File: config.mk
export PLATFORM = sky130hd
export DESIGN_NAME = alu_instr_sequencer
export DESIGN_NICKNAME = d
export VERILOG_FILES = /design/src/rtl/alu_instr_sequencer.sv
export SDC_FILE = /design/constraint.sdc
export NUM_CORES = 1
export LEC_CHECK = 0
export ABC_AREA = 1
export ABC_CLOCK_PERIOD_IN_PS = 4800
export BUFFER_PORTS_ARGS = -buffer_cell sky130_fd_sc_hd__buf_2
export CORE_MARGIN = 1
export CORE_UTILIZATION = 50
export CTS_CLUSTER_DIAMETER = 60
export CTS_CLUSTER_SIZE = 28
export DETAILED_ROUTE_END_ITERATION = 8
export GPL_TIMING_DRIVEN = 0
export PLACE_DENSITY = 0.9
export SLEW_MARGIN = 15
export SYNTH_ARGS = -nofsm -noshare
export SYNTH_HDL_FRONTEND = slang
export SYNTH_SLANG_ARGS = --single-unit
export TNS_END_PERCENT = 1
File: constraint.sdc
create_clock -name Clk -period 4.8 [get_ports Clk]
set_input_delay 0.48 -clock Clk [delete_from_list [all_inputs] [get_ports Clk]]
set_output_delay 0.48 -clock Clk [all_outputs]
set_load 0.02 [all_outputs]
File: src/rtl/alu_instr_sequencer.sv
// Multi-cycle R-type instruction sequencer: decode, drive RF read ports and ALU controls, write back once.
// Define SEQ_RETIRE_CNT_EN to add the RetireCount output.
module alu_instr_sequencer #(
  parameter int unsigned DATA_W      = 32,
  parameter int unsigned REG_AW      = 5,
  parameter int unsigned EXEC_CYCLES = 1
) (
  input  logic              Clk,
  input  logic              Rst,
  input  logic              InstrValid,
  output logic              InstrReady,
  input  logic [31:0]       Instr,
  output logic [REG_AW-1:0] RR1,
  output logic [REG_AW-1:0] RR2,
  output logic [3:0]        AluOp,
  output logic [4:0]        ShiftCount,
  input  logic [DATA_W-1:0] AluResult,
  output logic [REG_AW-1:0] WR,
  output logic [DATA_W-1:0] WD,
  output logic              WE,
  output logic              Done,
`ifdef SEQ_RETIRE_CNT_EN
  output logic              IllegalOp,
  output logic [31:0]       RetireCount
`else
  output logic              IllegalOp
`endif
);

  localparam int unsigned CNT_W = (EXEC_CYCLES > 1) ? $clog2(EXEC_CYCLES) : 1;
  localparam logic [CNT_W-1:0] CNT_LAST = CNT_W'(EXEC_CYCLES - 1);

  typedef enum logic [1:0] {
    S_IDLE,
    S_DECODE,
    S_EXECUTE,
    S_WRITEBACK
  } state_t;

  state_t            state_q, state_d;
  logic [31:0]       instr_q, instr_d;
  logic [CNT_W-1:0]  cnt_q, cnt_d;
  logic [REG_AW-1:0] rr1_q, rr1_d;
  logic [REG_AW-1:0] rr2_q, rr2_d;
  logic [REG_AW-1:0] wr_q, wr_d;
  logic [3:0]        op_q, op_d;
  logic [4:0]        sc_q, sc_d;
  logic [DATA_W-1:0] wd_q, wd_d;
`ifdef SEQ_RETIRE_CNT_EN
  logic [31:0]       retire_q, retire_d;
`endif

  logic [5:0] f_op, f_funct;
  logic [4:0] f_rs, f_rt, f_rd, f_shamt;

  assign f_op    = instr_q[31:26];
  assign f_rs    = instr_q[25:21];
  assign f_rt    = instr_q[20:16];
  assign f_rd    = instr_q[15:11];
  assign f_shamt = instr_q[10:6];
  assign f_funct = instr_q[5:0];

  logic       dec_known;
  logic       dec_shift;
  logic [3:0] dec_aluop;
  logic       dec_legal;

  always_comb begin
    dec_known = 1'b1;
    dec_shift = 1'b0;
    dec_aluop = '0;
    case (f_funct)
      6'h20: dec_aluop = 4'b0010;
      6'h22: dec_aluop = 4'b0110;
      6'h24: dec_aluop = 4'b0000;
      6'h25: dec_aluop = 4'b0001;
      6'h27: dec_aluop = 4'b1100;
      6'h2A: dec_aluop = 4'b0111;
      6'h00: begin dec_aluop = 4'b1110; dec_shift = 1'b1; end
      6'h02: begin dec_aluop = 4'b1101; dec_shift = 1'b1; end
      6'h03: begin dec_aluop = 4'b1111; dec_shift = 1'b1; end
      default: dec_known = 1'b0;
    endcase
  end

  assign dec_legal = (f_op == '0) && dec_known;

  always_comb begin
    state_d    = state_q;
    instr_d    = instr_q;
    cnt_d      = cnt_q;
    rr1_d      = rr1_q;
    rr2_d      = rr2_q;
    wr_d       = wr_q;
    op_d       = op_q;
    sc_d       = sc_q;
    wd_d       = wd_q;
`ifdef SEQ_RETIRE_CNT_EN
    retire_d   = retire_q;
`endif
    InstrReady = 1'b0;
    WE         = 1'b0;
    Done       = 1'b0;
    IllegalOp  = 1'b0;

    case (state_q)
      S_IDLE: begin
        // State resets to IDLE asynchronously, so readiness must also be masked by Rst.
        InstrReady = !Rst;
        if (InstrValid) begin
          instr_d = Instr;
          state_d = S_DECODE;
        end
      end
      S_DECODE: begin
        if (!dec_legal) begin
          Done      = 1'b1;
          IllegalOp = 1'b1;
          state_d   = S_IDLE;
        end else begin
          rr1_d   = dec_shift ? REG_AW'(f_rt) : REG_AW'(f_rs);
          rr2_d   = REG_AW'(f_rt);
          op_d    = dec_aluop;
          sc_d    = dec_shift ? f_shamt : 5'd0;
          cnt_d   = '0;
          state_d = S_EXECUTE;
        end
      end
      S_EXECUTE: begin
        if (cnt_q == CNT_LAST) begin
          wd_d    = AluResult;
          wr_d    = REG_AW'(f_rd);
          state_d = S_WRITEBACK;
        end else begin
          cnt_d = cnt_q + 1'b1;
        end
      end
      S_WRITEBACK: begin
        Done    = 1'b1;
        WE      = (wr_q != '0);
        state_d = S_IDLE;
`ifdef SEQ_RETIRE_CNT_EN
        if (wr_q != '0) retire_d = retire_q + 32'd1;
`endif
      end
      default: state_d = S_IDLE;
    endcase
  end

  always_ff @(posedge Clk or posedge Rst) begin
    if (Rst) begin
      state_q  <= S_IDLE;
      instr_q  <= '0;
      cnt_q    <= '0;
      rr1_q    <= '0;
      rr2_q    <= '0;
      wr_q     <= '0;
      op_q     <= '0;
      sc_q     <= '0;
      wd_q     <= '0;
`ifdef SEQ_RETIRE_CNT_EN
      retire_q <= '0;
`endif
    end else begin
      state_q  <= state_d;
      instr_q  <= instr_d;
      cnt_q    <= cnt_d;
      rr1_q    <= rr1_d;
      rr2_q    <= rr2_d;
      wr_q     <= wr_d;
      op_q     <= op_d;
      sc_q     <= sc_d;
      wd_q     <= wd_d;
`ifdef SEQ_RETIRE_CNT_EN
      retire_q <= retire_d;
`endif
    end
  end

  assign RR1        = rr1_q;
  assign RR2        = rr2_q;
  assign AluOp      = op_q;
  assign ShiftCount = sc_q;
  assign WR         = wr_q;
  assign WD         = wd_q;
`ifdef SEQ_RETIRE_CNT_EN
  assign RetireCount = retire_q;
`endif

endmodule
==> results.sh <==
export IMPL_initial_utilization_pct=52.3
export IMPL_fillers=559
export IMPL_hold_buffers=0
export IMPL_dieArea_um2=8020
export IMPL_yosysUniqueCellTypes=24
export IMPL_dp_hpwl_mm=6.28
export IMPL_netlist_area_um2=3830
export IMPL_grt_max_degree=49
export IMPL_first_pass_iters=4
export IMPL_num_vias=2980
export IMPL_postPlaceCellArea_um2=4620
export IMPL_synthAdderAreaFrac_pct=0
export IMPL_p_sw_share_pct=26.2
export IMPL_critPathCaptureType="primary output"
export IMPL_cts_buffer_depth=2
export IMPL_core_area_um2=7330
export IMPL_grt_use_total_pct=21.8
export IMPL_crit_fanout=10
export IMPL_io_buffer_count=126
export IMPL_antenna_found_initial=0
export IMPL_hold_viol_final=0
export IMPL_finalCritPeriodShare_pct=52.6
export IMPL_drive_gt1_share_pct=46.9
export IMPL_p_int_mw=1.22
export IMPL_dieWidth_um=89.6
export IMPL_combPwrFrac_pct=13.2
export IMPL_finalInstanceArea_um2=4850
export IMPL_yosysWarnings=0
export IMPL_clkSinkCount=90
export IMPL_grt_pass1_wl_mm=13.1
export IMPL_holdCritPathClass="input pin to async pin"
export IMPL_synthesis_nets=419
export IMPL_viasPerCell=5.02
export IMPL_numCtsBuffers=9
export IMPL_n_antenna_cell=0
export IMPL_cts_resized=0
export IMPL_slew_headroom_pct=63.9
export IMPL_synthMuxAreaShare_pct=14.4
export IMPL_ctsRootBufferMaster="clkbuf_8"
export IMPL_path_class="register to primary output"
export IMPL_synthXorXnorAreaFrac_pct=0
export IMPL_fin_nets=557
export IMPL_cts_tree="built"
export IMPL_rsz0062_at_grt="no"
export IMPL_fmax_ghz=0.396
export IMPL_drt_wl_total_mm=8.20
export IMPL_globalRouteOverflowTotal=0
export IMPL_seqPwrFrac_pct=51.4
export IMPL_place_congestion=0.853
export IMPL_critPathLaunchType="register"
export IMPL_critical_path_required_ps=4320
export IMPL_synth_cells=352
export IMPL_finalSetupTns_ps=0
export IMPL_leakage_nw=2.59
export IMPL_fp_row_count=31
export IMPL_yosys_area_share_simple_pct=17.6
export IMPL_synth_seq_area_share_pct=58.8
export IMPL_setup_viol_count_final=0
export IMPL_tightest_slew_ps=542
export IMPL_ys_seq_elements=90
export IMPL_p_clk_share_pct=35.4
export IMPL_syn2layout_area_growth_pct=26.5
export IMPL_fin_skew_ps=11.9
export IMPL_clkSlewWorstSetupHoldPaths_ps=100
export IMPL_syn_area_per_cell_um2=10.9
export IMPL_insertion_delay_ps=360
export IMPL_die_h_um=89.6
export IMPL_status="finished, final reports clean"
export IMPL_synth_top_family_by_area="simple AND/OR/NAND/NOR gates"
export IMPL_pin_count=127
export IMPL_antenna_left=0
export IMPL_drcViolationCount=0
export IMPL_ir_worst_vdd_mv=0.194
export IMPL_postCtsSetupBuffers=0
export IMPL_finalCriticalPeriod_ps=2520
export IMPL_htreeDepth=3
export IMPL_slew_viol_final=0
export IMPL_cap_viol_max_count=0
export IMPL_p_switching_mw=0.430
export IMPL_crit_arrival_ps=2040
export IMPL_grt_pass1_vias=2905
export IMPL_synth_compound_area_share_pct=3.82
export IMPL_drtIter0Drc=125
export IMPL_powerDensity_nw_per_um2=339
export IMPL_wl_per_cell_um=13.8
## state kept, by name, summed over array words and instances, names as in the netlist, named ones only
signal / count
WD: 32
instr_q: 32
RR1: 5
RR2: 5
ShiftCount: 5
WR: 5
AluOp: 4
state_q: 1
## cells by family after synthesis
kind of cell | after synthesis
AND/OR/NAND/NOR | 139
AO/OA/AOI/OAI | 28
flip-flops | 90
buffers and inverters | 46
multiplexers | 49
## Yosys cell counts
cell type,instances,area (um^2)
nor3_2,1,10.0
nand3_2,2,20.0
clkbuf_1,2,7.51
nand3_1,12,60.1
buf_2,11,55.1
nand3_4,1,17.5
nor2_2,4,25.0
dfrtp_1,90,2250
inv_1,26,97.6
nor2_4,1,11.3
o21ai_0,6,30.0
inv_2,3,11.3
nand2_1,47,176
nor2_1,37,139
nand4_1,19,119
mux2_2,49,552
o211ai_1,1,7.51
nand2_2,11,68.8
nand2_4,1,11.3
nor3_1,3,15.0
buf_4,2,15.0
a211o_1,1,8.76
a21oi_1,20,100
buf_6,2,22.5
## routing by layer
metal	global-route usage (%)	wire, um	up-vias
li1	-	-	1442
met1	26.7	3460	1417
met2	36.4	4060	103
met3	4.80	491	18
met4	10.7	189	0
met5	0	0	-
## final timing paths
| kind | start | end | slack, ps | cells after the start |
|---|---|---|---|---|
| min in group Clk | AluResult[13] | WD[13]$_DFFE_PP0P_ | 350 | 2 |
| worst max register to register | instr_q[29]$_DFFE_PP0P_ | AluOp[1]$_DFFE_PP0P_ | 3150 | 8 |
| worst max-delay path | instr_q[29]$_DFFE_PP0P_ | Done | 2280 | 8 |
| worst min-delay path | Rst | WR[2]$_DFFE_PP0P_ | 180 | 2 |
| worst min register to register | RR2[4]$_DFFE_PP0P_ | RR2[4]$_DFFE_PP0P_ | 480 | 2 |
| max in group asynchronous | Rst | instr_q[29]$_DFFE_PP0P_ | 4000 | 3 |
## power by group through the flow
stage               logic, mW  clock network (mW)  registers (mW)
global route            0.242               0.627           0.854
finish                  0.217               0.583           0.846
detailed placement      0.218                   0           0.860
floorplan               0.117                   0           0.877
global placement        0.205                   0           0.857
CTS                     0.219               0.594           0.846
## worst max-delay path, cell delays in order, from the launching register on
cell,delay [ps]
dfrtp_1,380
nor2_1,100
nand3_1,80
nor3_2,280
buf_4,230
inv_1,50
nor2_1,270
a21oi_1,130
buf_2,180
## area by class of cell
| type | count | area, um^2 | share of cell area [%] |
|---|---|---|---|
| sequential | 90 | 2250 | 46.4 |
| multi-input combinational | 216 | 1370 | 28.3 |
| timing repair buffer | 127 | 658 | 13.6 |
| clock buffer | 10 | 138 | 2.84 |
| tap | 99 | 124 | 2.55 |
| inverter | 29 | 111 | 2.30 |
| buffer | 17 | 100 | 2.06 |
| clock inverter | 6 | 95.1 | 1.96 |
## placed cells by master (no fill, tap or decap), types with 3 or more instances in the layout
master    instances
inv_1            25
nor2_1           37
nand2_1          47
clkbuf_8         10
nor2_2            4
a21oi_1          20
nand4_1          19
dfrtp_1          90
nand2_2          11
mux2_2           49
nor3_1            3
inv_2             3
nand3_1          12
buf_2           137
o21ai_0           6
## per-stage QoR
stage / instances / total power [mW] / hold slack [ps] / worst slack (ps) / utilization [%]
2_1_floorplan: 352 / 0.994 / 475 / 1980 / -
4_1_cts: 594 / 1.66 / 190 / 2270 / 66.2
6_report: 594 / 1.65 / 183 / 2280 / 66.2
5_1_grt: 594 / 1.72 / 222 / 2140 / 66.2
3_5_place_dp: 578 / 1.08 / 458 / 2660 / 63.0
3_3_place_gp: 577 / 1.06 / 455 / 1170 / 62.6
Note: power is estimated with default switching activity, not from simulation.
